**src/rtl/breathe_pkg.sv**
```systemverilog
// Shared definitions for the breathing PWM block: mode encodings and the
// elaboration-time helpers that build the raised-cosine table and channel phases.
package breathe_pkg;

    typedef enum logic [1:0] {
        MODE_BREATHE = 2'd0,
        MODE_STATIC  = 2'd1,
        MODE_BLINK   = 2'd2,
        MODE_OFF     = 2'd3
    } mode_e;

    localparam real PI = 3.14159265358979323846;

    // Taylor series after folding the angle into [-pi, pi]; only ever evaluated at elaboration.
    function automatic real cos_approx(real x);
        real xr;
        real term;
        real sum;
        xr   = (x > PI) ? (x - 2.0 * PI) : x;
        term = 1.0;
        sum  = 1.0;
        for (int k = 1; k <= 20; k++) begin
            term = -term * xr * xr / real'((2 * k - 1) * (2 * k));
            sum  = sum + term;
        end
        return sum;
    endfunction

    // The small epsilon keeps exact .5 points (e.g. the quarter-breath) rounding up.
    function automatic int lut_value(int i, int pwm_w, int idx_w);
        real full;
        real ang;
        real v;
        full = real'((1 << pwm_w) - 1);
        ang  = 2.0 * PI * real'(i) / real'(1 << idx_w);
        v    = full * (1.0 - cos_approx(ang)) / 2.0;
        return $rtoi(v + 0.5 + 1.0e-6);
    endfunction

    function automatic int ch_offset(int c, int channels, int idx_w);
        return (c * ((1 << idx_w) / channels)) % (1 << idx_w);
    endfunction

endpackage

```
**src/rtl/breathe_pwm_multi_if.sv**
```systemverilog
// Control and output bundle of the breathing PWM generator.
interface breathe_pwm_multi_if #(
    parameter int CHANNELS = 3,
    parameter int PWM_W    = 6,
    parameter int PRESC_W  = 8
);
    logic [CHANNELS-1:0] enable;
    logic [1:0]          mode;
    logic [PRESC_W-1:0]  step_div;
    logic [PWM_W-1:0]    static_level;
    logic                sync_restart;
    logic [CHANNELS-1:0] pulse;
    logic                period_tick;

    // No valid/ready pair: every input is a level sampled on each sysclk edge,
    // with enable/mode only taking effect at the period boundary.
    modport master (
        output enable, mode, step_div, static_level, sync_restart,
        input  pulse, period_tick
    );

    modport slave (
        input  enable, mode, step_div, static_level, sync_restart,
        output pulse, period_tick
    );
endinterface

```
**src/rtl/breathe_lut.sv**
```systemverilog
// Combinational raised-cosine lookup: index -> duty, table fixed at elaboration.
module breathe_lut
    import breathe_pkg::*;
#(
    parameter int PWM_W = 6,
    parameter int IDX_W = 6
) (
    input  logic [IDX_W-1:0] idx,
    output logic [PWM_W-1:0] level
);

    logic [PWM_W-1:0] rom [2**IDX_W];

    for (genvar i = 0; i < 2**IDX_W; i++) begin : g_rom
        localparam int VALUE = lut_value(i, PWM_W, IDX_W);
        assign rom[i] = VALUE[PWM_W-1:0];
    end

    assign level = rom[idx];

endmodule

```
**src/rtl/breathe_pwm_multi.sv**
```systemverilog
// Multi-channel breathing PWM: shared counter and index sequencer, per-channel
// phase-offset table lookup, duty/enable reloaded only at period boundaries.
module breathe_pwm_multi
    import breathe_pkg::*;
#(
    parameter int CHANNELS = 3,
    parameter int PWM_W    = 6,
    parameter int IDX_W    = 6,
    parameter int PRESC_W  = 8
) (
    input logic                sysclk,
    input logic                rst_n,
    breathe_pwm_multi_if.slave bus
);

    localparam logic [PWM_W-1:0] CNT_MAX = '1;

    logic [PWM_W-1:0]                   count;
    logic [PRESC_W-1:0]                 presc;
    logic [IDX_W-1:0]                   base_idx;
    logic [CHANNELS-1:0][PWM_W-1:0]     duty_q;
    logic [CHANNELS-1:0]                en_q;
    logic [CHANNELS-1:0][PWM_W-1:0]     duty_src;
    logic [CHANNELS-1:0]                pulse_c;
    logic                               boundary;
    mode_e                              mode;

    assign boundary = (count == CNT_MAX);
    assign mode     = mode_e'(bus.mode);

    for (genvar c = 0; c < CHANNELS; c++) begin : g_ch
        localparam logic [IDX_W-1:0] OFS = IDX_W'(ch_offset(c, CHANNELS, IDX_W));

        logic [IDX_W-1:0] ch_idx;
        logic [PWM_W-1:0] lut_level;
        logic [PWM_W-1:0] src;

        assign ch_idx = base_idx + OFS;

        breathe_lut #(
            .PWM_W (PWM_W),
            .IDX_W (IDX_W)
        ) u_lut (
            .idx   (ch_idx),
            .level (lut_level)
        );

        always_comb begin
            src = '0;
            unique case (mode)
                MODE_BREATHE: src = lut_level;
                MODE_STATIC:  src = bus.static_level;
                MODE_BLINK:   src = ch_idx[IDX_W-1] ? '1 : '0;
                MODE_OFF:     src = '0;
                default:      src = '0;
            endcase
        end

        assign duty_src[c] = src;
    end

    // Strict compare keeps the top duty one cycle short of 100% and duty 0 always low.
    always_comb begin
        pulse_c = '0;
        for (int c = 0; c < CHANNELS; c++) begin
            pulse_c[c] = en_q[c] && (count < duty_q[c]);
        end
    end

    assign bus.pulse       = pulse_c;
    assign bus.period_tick = boundary;

    always_ff @(posedge sysclk or negedge rst_n) begin
        if (!rst_n) begin
            count    <= '0;
            presc    <= '0;
            base_idx <= '0;
            duty_q   <= '0;
            en_q     <= '0;
        end else if (bus.sync_restart) begin
            count    <= '0;
            presc    <= '0;
            base_idx <= '0;
            duty_q   <= '0;
            en_q     <= '0;
        end else begin
            count <= count + 1'b1;
            if (boundary) begin
                en_q   <= bus.enable;
                duty_q <= duty_src;
                // >= so that shrinking step_div mid-count steps at once instead of wrapping presc.
                if (presc >= bus.step_div) begin
                    presc    <= '0;
                    base_idx <= base_idx + 1'b1;
                end else begin
                    presc <= presc + 1'b1;
                end
            end
        end
    end

endmodule
```
**src/flat_wrapper.sv**
```systemverilog
// flat-port wrapper written by rule: the top's interface ports become plain ports
module breathe_pwm_multi_flat import breathe_pkg::*;
#(
    parameter int CHANNELS = 3,
    parameter int PWM_W    = 6,
    parameter int IDX_W    = 6,
    parameter int PRESC_W  = 8
)
  (sysclk, rst_n, bus_enable, bus_mode, bus_step_div, bus_static_level, bus_sync_restart, bus_pulse, bus_period_tick);
  breathe_pwm_multi_if #(.CHANNELS(CHANNELS), .PWM_W(PWM_W), .PRESC_W(PRESC_W)) bus_i ();
  input logic sysclk;
  input logic rst_n;
  input wire logic [$bits(bus_i.enable)-1:0] bus_enable;
  input wire logic [$bits(bus_i.mode)-1:0] bus_mode;
  input wire logic [$bits(bus_i.step_div)-1:0] bus_step_div;
  input wire logic [$bits(bus_i.static_level)-1:0] bus_static_level;
  input wire logic [$bits(bus_i.sync_restart)-1:0] bus_sync_restart;
  output wire logic [$bits(bus_i.pulse)-1:0] bus_pulse;
  output wire logic [$bits(bus_i.period_tick)-1:0] bus_period_tick;
  assign bus_i.enable = bus_enable;
  assign bus_i.mode = bus_mode;
  assign bus_i.step_div = bus_step_div;
  assign bus_i.static_level = bus_static_level;
  assign bus_i.sync_restart = bus_sync_restart;
  assign bus_pulse = bus_i.pulse;
  assign bus_period_tick = bus_i.period_tick;
  breathe_pwm_multi #(.CHANNELS(CHANNELS), .PWM_W(PWM_W), .IDX_W(IDX_W), .PRESC_W(PRESC_W)) u_core (.sysclk(sysclk), .rst_n(rst_n), .bus(bus_i));
endmodule
```
**config.mk**
```make
export PLATFORM = sky130hd
export DESIGN_NAME = breathe_pwm_multi_flat
export DESIGN_NICKNAME = d
export VERILOG_FILES = /design/src/rtl/breathe_pkg.sv /design/src/rtl/breathe_pwm_multi_if.sv /design/src/rtl/breathe_lut.sv /design/src/rtl/breathe_pwm_multi.sv /design/src/flat_wrapper.sv
export SDC_FILE = /design/constraint.sdc
export NUM_CORES = 1
export LEC_CHECK = 0
export ABC_AREA = 1
export CELL_PAD_IN_SITES_DETAIL_PLACEMENT = 0
export CELL_PAD_IN_SITES_GLOBAL_PLACEMENT = 1
export CORE_ASPECT_RATIO = 1.2
export CORE_MARGIN = 3
export CORE_UTILIZATION = 47
export DETAILED_ROUTE_END_ITERATION = 12
export PLACE_DENSITY_LB_ADDON = 0.1
export SLEW_MARGIN = 20
export SYNTH_ARGS = -nofsm -noshare
export SYNTH_HDL_FRONTEND = slang
export SYNTH_SLANG_ARGS = --single-unit
```
**constraint.sdc**
```tcl
create_clock -name sysclk -period 4.2 [get_ports sysclk]
set_clock_uncertainty 0.15 [all_clocks]
set_input_delay 0.42 -clock sysclk [delete_from_list [all_inputs] [get_ports sysclk]]
set_output_delay 0.42 -clock sysclk [all_outputs]
set_load 0.01 [all_outputs]
```
==> out/metrics.csv, run 1 <==
stage;metric;value;unit
place;placed_area;0.00455;mm2
setup_path;crit_path_end;u_core.duty_q[9];
setup_path;worstPathArrival;3.25;ns
cells_and_area;final_area;0.00469;mm2
grt;first_global_vias;4100;
setup_path;cp_slowest_stage_delay;0.65;ns
pwr;powerDensity;192;mW/mm2
clocking;cts_sinks;41;
yosys;yosys.area.top_type;dfrtp_1;
pwr;p_seq_share;45.8;%
yosys;synth_area_per_cell;6.44;um2
setup_path;path_class;register to register;
yosys;netlist_top_cells_area;dfrtp_1, nand2_1, ha_1;
clocking;path_clk_slew;0.08;ns
route;drtPass1Iterations;5;
sta;period_share;76.4;%
yosys;synthArstFlopShare;100;%
sta;fin_crit;3.21;ns
cells_and_area;drive_gt1_share;6.62;%
clocking;numCtsBuffers;5;
sta;fmax;312;MHz
pwr;internal-power;0.684;mW
floorplan;ios;26;
setup_path;rrSetupSlack;0.99;ns
pwr;power;0.899;mW
cells_and_area;regArea;0.00103;mm2
grt;grt.total_usage;23.4;%
clocking;hold_buffers;0;
sta;setup_viol;0;
sta;rsz0062_at_grt;false;
setup_path;crit_fanout;16;
floorplan;initial_utilization;49.3;%
floorplan;core_area;0.00875;mm2
floorplan;die_width;93.5;um
pwr;comb_power_share;12.8;%
hold_path;hold_class;primary input to asynchronous set/reset pin;
clocking;insertion_delay;0.30;ns
pwr;p_leak;2.36;nW
yosys;yosys_warnings;0;
pwr;switching_share;23.9;%
clocking;cts_max_path_buffers;2;
setup_path;worstRegToRegCells;12;
setup_path;startpoint_type;register;
place;port_buffers;25;
cells_and_area;n_fill_cell;887;
run_status;status;complete, no violations;
cells_and_area;utilization;53.6;%
floorplan;rows;37;
setup_path;crit_path_frequent_cell;nand2_1;
clocking;cts_tree;built;
yosys;syn-num-nets;733;
clocking;postCtsResizedCells;0;
place;dp_cells;789;
sta;timing.setup.tns;0;ns
pwr;switchingPower;0.215;mW
grt;antenna_found_initial;0;
setup_path;rr_startpoint;u_core.base_idx[0];
route;first_iter_violations;260;
yosys;ys_ff_latch;41;
route;vias;4372;
route;post-route-drc-count;0;
setup_path;cp-end-kind;register;
setup_path;cp_slowest_cell;ha_1;
yosys;yosysUniqueCellTypes;36;
sta;slew_violations;0;
yosys;syn_area;0.00432;mm2
cells_and_area;multiInputGateArea;0.00284;mm2
setup_path;crit_start;u_core.base_idx[0];
yosys;ys_seq_area_share;23.8;%
sta;finalHoldViolCount;0;
route;detail_route.wl_per_cell;14.9;um
sta;tightest_slew;0.894;ns
floorplan;die_h;111;um
yosys;synth_edf_count;0;
flow_run;cap_violations;0;
pwr;clock_power_share;41.5;%
setup_path;cp_cell_sequence;ha_1 -> inv_1 -> ha_1 -> inv_2 -> nand2_1 -> o21ai_0 -> o21ai_2 -> nand2_1 -> nand2_1 -> nand3_1 -> nand2_1 -> nand2_1;
clocking;cts_root_buf;clkbuf_8;
place;hpwl;9.18;mm
yosys;yosys.cell_count.top_type;nand2_1;
cells_and_area;fin_nets;742;
yosys;synth_common_cells;nand2_1, nand3_1, inv_1;
floorplan;die-area;0.0104;mm2
clocking;htreeDepth;2;
route;vias_per_cell;5.49;
place;place_congestion;0.919;
grt;grt_pass1_wl;19.8;mm
grt;grt_overflow;0;
yosys;syn_inst;670;
sta;hold-worst-slack;0.0974;ns
sta;max-slew-margin-rel;40.4;%
cells_and_area;areaGrowthSynthToFinish;8.64;%
place;place_ws;1.10;ns
route;routed_wl;11.9;mm
grt;grt_max_degree;42;
setup_path;timing.rr.end;u_core.duty_q[9];
setup_path;cp.required;4.24;ns
sta;setup_ws;0.992;ns
yosys;ys.flop_type;dfrtp_1;
pwr;peakVddDrop;112;uV
cells_and_area;num_antenna_cells;0;
yosys;synth_top_area_share;23.8;%
clocking;cts_setup_buffers;0;
route;ant_nets;0;
cells_and_area;final_cells;797;
## power by group through the flow
stage	sequential [mW]	combinational (mW)	clock [mW]
finish	0.412	0.115	0.373
global route	0.413	0.131	0.399
CTS	0.412	0.116	0.380
detailed placement	0.420	0.115	0
global placement	0.419	0.112	0
floorplan	0.416	0.0671	0
## sequential cells by signal, summed over array words and instances, names as in the netlist
signal           count
u_core.count         6
u_core.presc         8
u_core.en_q          3
u_core.duty_q       18
u_core.base_idx      6
## layout make-up
cell class / count / area share, %
clock inverters: 3 / 1.39
well taps: 117 / 3.12
clock buffers: 5 / 1.47
flip-flops and latches: 41 / 21.9
repair buffers: 27 / 5.55
multi-input cells: 530 / 60.7
inverters: 74 / 5.92
## logic make-up after synthesis
group	Yosys count	share of synthesized area, %
XOR/XNOR	10	2.64
AND/OR/NAND/NOR	376	38.5
buffers and inverters	99	10.3
flip-flops	41	23.8
AO/OA/AOI/OAI	103	12.8
adder cells (fa/ha/maj)	41	11.9
## worst max-delay path, delay by kind of cell (launching register included)
kind / cells / cell delay, ns
fa+ha+maj: 2 / 1.02
flops: 1 / 0.64
simple gates: 6 / 0.57
buf+inv: 2 / 0.38
compound gates: 2 / 0.34
## metal layers
| metal | routed length [um] | global-route usage (%) |
|---|---|---|
| met1 | 5170 | 29.0 |
| met2 | 5960 | 40.8 |
| met3 | 370 | 2.38 |
| met4 | 405 | 9.78 |
| met5 | 0 | 0 |
## cells in the final DEF, fill, tap and decap left out, types with 9 or more instances in the layout
master and instances:
a21oi_1 39, clkdlybuf4s50_1 24, dfrtp_1 41, ha_1 41
inv_1 65, nand2_1 209, nand2_2 9, nand3_1 87
nand4_1 9, nor2_1 46, o21ai_0 46
## worst min-delay path by stage
stage	startpoint	depth (start not counted)	end	slack, ns
finish	rst_n	1	u_core.duty_q[17]	0.1
global route	rst_n	1	u_core.base_idx[0]	0.16
CTS	rst_n	1	u_core.presc[6]	0.12
detailed placement	u_core.duty_q[13]	2	u_core.duty_q[13]	0.32
global placement	u_core.duty_q[11]	2	u_core.duty_q[11]	0.31
floorplan	rst_n	0	u_core.base_idx[0]	-0.03
Note: power is estimated with default switching activity, not from simulation.
==> run 2: changes to the inputs <==
Settings changed: CORE_UTILIZATION 47 to 44.
Clock period 4.2 ns to 3.3 ns, I/O delays scaled along.
==> run 2 against run 1 <==
Against the previous run:
- critical path depth is 3 lower
- fmax is 18% higher
- global-route usage is 0.21 points higher
- sequential power is 27% higher
- cell count is 1.3% higher
- sequential cell count stayed put
- design area is 0.51% higher
- clock power hardly changed
==> out/metrics.csv, run 2 (synthesized netlist as in run 1, its figures left out) <==
stage;metric;value;unit;change
clocking;cts_tree;built;;
grt;first_global_vias;4206;;+2.6%
clocking;path_clk_slew;0.08;ns;about the same
clocking;cts_max_path_buffers;2;;unchanged
floorplan;die_h;114;um;+3.2%
cells_and_area;regArea;0.00103;mm2;unchanged
sta;fmax;368;MHz;+18%
clocking;cts_setup_buffers;0;;unchanged
sta;setup_viol;0;;unchanged
pwr;powerDensity;221;mW/mm2;+15%
route;drtPass1Iterations;7;;+2
setup_path;worstPathArrival;2.77;ns;-0.48 ns
cells_and_area;final_cells;807;;+1.3%
floorplan;die-area;0.0110;mm2;+6.4%
hold_path;hold_class;primary input to asynchronous set/reset pin;;
cells_and_area;layout_commonest_cell;nand2_1;;
clocking;cts_sinks;41;;unchanged
cells_and_area;largest_reg_flops;18;;unchanged
setup_path;rr_startpoint;u_core.base_idx[1];;
floorplan;core_area;0.00932;mm2;+6.5%
sta;max-slew-margin-rel;36.7;%;-3.8 points
run_status;status;complete, no violations;;
place;place_congestion;0.923;;+0.50%
sta;slew_violations;0;;unchanged
floorplan;ios;26;;unchanged
setup_path;cp-end-kind;register;;
setup_path;timing.rr.end;u_core.duty_q[13];;
grt;grt_overflow;0;;unchanged
setup_path;crit_start;u_core.base_idx[1];;
cells_and_area;drive_gt1_share;7.57;%;+0.95 points
setup_path;crit_path_frequent_cell;nand3_1;;
setup_path;path_class;register to register;;
cells_and_area;areaGrowthSynthToFinish;9.19;%;
setup_path;worstRegToRegCells;9;;-3
place;hpwl;9.47;mm;+3.2%
clocking;htreeDepth;2;;unchanged
route;routed_wl;12.4;mm;+3.9%
floorplan;die_width;96.4;um;+3.1%
sta;period_share;82.4;%;+6.1 points
sta;setup_ws;0.579;ns;-0.413 ns
place;port_buffers;25;;unchanged
setup_path;crit_fanout;11;;-5
setup_path;cp_cell_sequence;inv_1 -> ha_1 -> inv_1 -> o21ai_0 -> nand3_1 -> nand3_1 -> nand3_1 -> nand2_1 -> nand2_1;;
sta;tightest_slew;0.950;ns;+0.0565 ns
cells_and_area;n_fill_cell;984;;+11%
grt;grt.total_usage;23.7;%;+0.21 points
setup_path;startpoint_type;register;;
grt;grt_pass1_wl;20.4;mm;+2.8%
cells_and_area;utilization;50.6;%;-3.0 points
clocking;cts_root_buf;clkbuf_8;;
route;post-route-drc-count;0;;unchanged
route;detail_route.wl_per_cell;15.3;um;+2.6%
floorplan;initial_utilization;46.3;%;-3.0 points
setup_path;cp.required;3.35;ns;-0.89 ns
grt;antenna_found_initial;0;;unchanged
setup_path;worst-path-buf-inv;2;;unchanged
sta;finalHoldViolCount;0;;unchanged
grt;grt_max_degree;42;;unchanged
route;vias_per_cell;5.45;;-0.72%
cells_and_area;mostFrequentLayoutCells;nand2_1, nand3_1, inv_1;;
clocking;postCtsResizedCells;0;;unchanged
clocking;insertion_delay;0.30;ns;about the same
cells_and_area;top_regs;u_core.duty_q (18), u_core.presc (8);;
sta;timing.setup.tns;0;ns;unchanged
setup_path;cp_slowest_cell;dfrtp_1;;
cells_and_area;multiInputGateArea;0.00284;mm2;unchanged
route;first_iter_violations;268;;+3.1%
pwr;p_leak;2.39;nW;+0.97%
pwr;peakVddDrop;146;uV;+30%
setup_path;crit_path_end;u_core.duty_q[13];;
clocking;numCtsBuffers;5;;unchanged
cells_and_area;num_antenna_cells;0;;unchanged
cells_and_area;fin_nets;749;;+0.94%
sta;hold-worst-slack;0.0108;ns;-0.0866 ns
route;vias;4395;;+0.53%
flow_run;cap_violations;0;;unchanged
place;place_ws;0.644;ns;-0.459 ns
sta;fin_crit;2.72;ns;-0.487 ns
setup_path;worst-path-stages;9;;-3
setup_path;rrSetupSlack;0.58;ns;-0.41 ns
cells_and_area;regMostFlops;u_core.duty_q;;
setup_path;cp_slowest_stage_delay;0.56;ns;-0.09 ns
place;dp_cells;799;;+1.3%
clocking;hold_buffers;0;;unchanged
floorplan;rows;38;;+2.7%
setup_path;critPathTopFamily;flip-flops;;
sta;rsz0062_at_grt;false;;
route;ant_nets;0;;unchanged
-- run 2: cell types whose count changed in the layout (fill, tap and decap cells not counted) --
cell,before,now
clkbuf_8,5,7
buf_4,2,9
bufinv_16,2,0
-- run 2: metal layers --
metal	share of wire [%]	up-vias	global-route usage, %	wire [um]
li1	-	2220	-	-
met1	44	1987	29.2	5400
met2	48	150	40.7	5980
met3	4.2	38	2.76	523
met4	3.8	0	10.6	466
met5	0	-	0	0
-- run 2: worst min-delay path by stage --
| stage | to | depth (start not counted) | slack [ns] |
|---|---|---|---|
| detailed placement | u_core.duty_q[12] | 2 | 0.31 |
| floorplan | u_core.base_idx[0] | 0 | -0.12 |
| global route | u_core.duty_q[17] | 1 | 0.09 |
| finish | u_core.duty_q[17] | 1 | 0.01 |
| global placement | u_core.duty_q[12] | 2 | 0.31 |
| CTS | u_core.duty_q[17] | 1 | 0.04 |
-- run 2: through the flow --
step | area [um2] | total power [mW]
3_3_place_gp | 4610 | 0.680
4_1_cts | 4710 | 1.06
2_1_floorplan | 4320 | 0.614
3_5_place_dp | 4610 | 0.683
6_report | 4710 | 1.04
5_1_grt | 4710 | 1.11
-- run 2: report_power, final --
| group | switching, mW | total (mW) | leakage (nW) | internal [mW] |
|---|---|---|---|---|
| combinational | 0.0873 | 0.149 | 1.77 | 0.0613 |
| clock | 0.182 | 0.371 | 0.0542 | 0.189 |
| sequential | 0.0134 | 0.524 | 0.568 | 0.510 |
| total | 0.283 | 1.04 | 2.39 | 0.761 |
-- run 2: worst reg2reg max path: cells and delay by family, from the launching register on --
kind,cells,cell delay [ns]
flops,1,0.56
fa+ha+maj,1,0.54
buf+inv,2,0.47
simple gates,5,0.50
compound gates,1,0.39
-- run 2: cell type report --
type	instances	area share (%)
Sequential cell	41	21.8
Clock inverter	1	0.106
Multi-Input combinational cell	530	60.4
Timing Repair Buffer	34	6.64
Clock buffer	7	2.04
Tap cell	120	3.19
Inverter	74	5.89
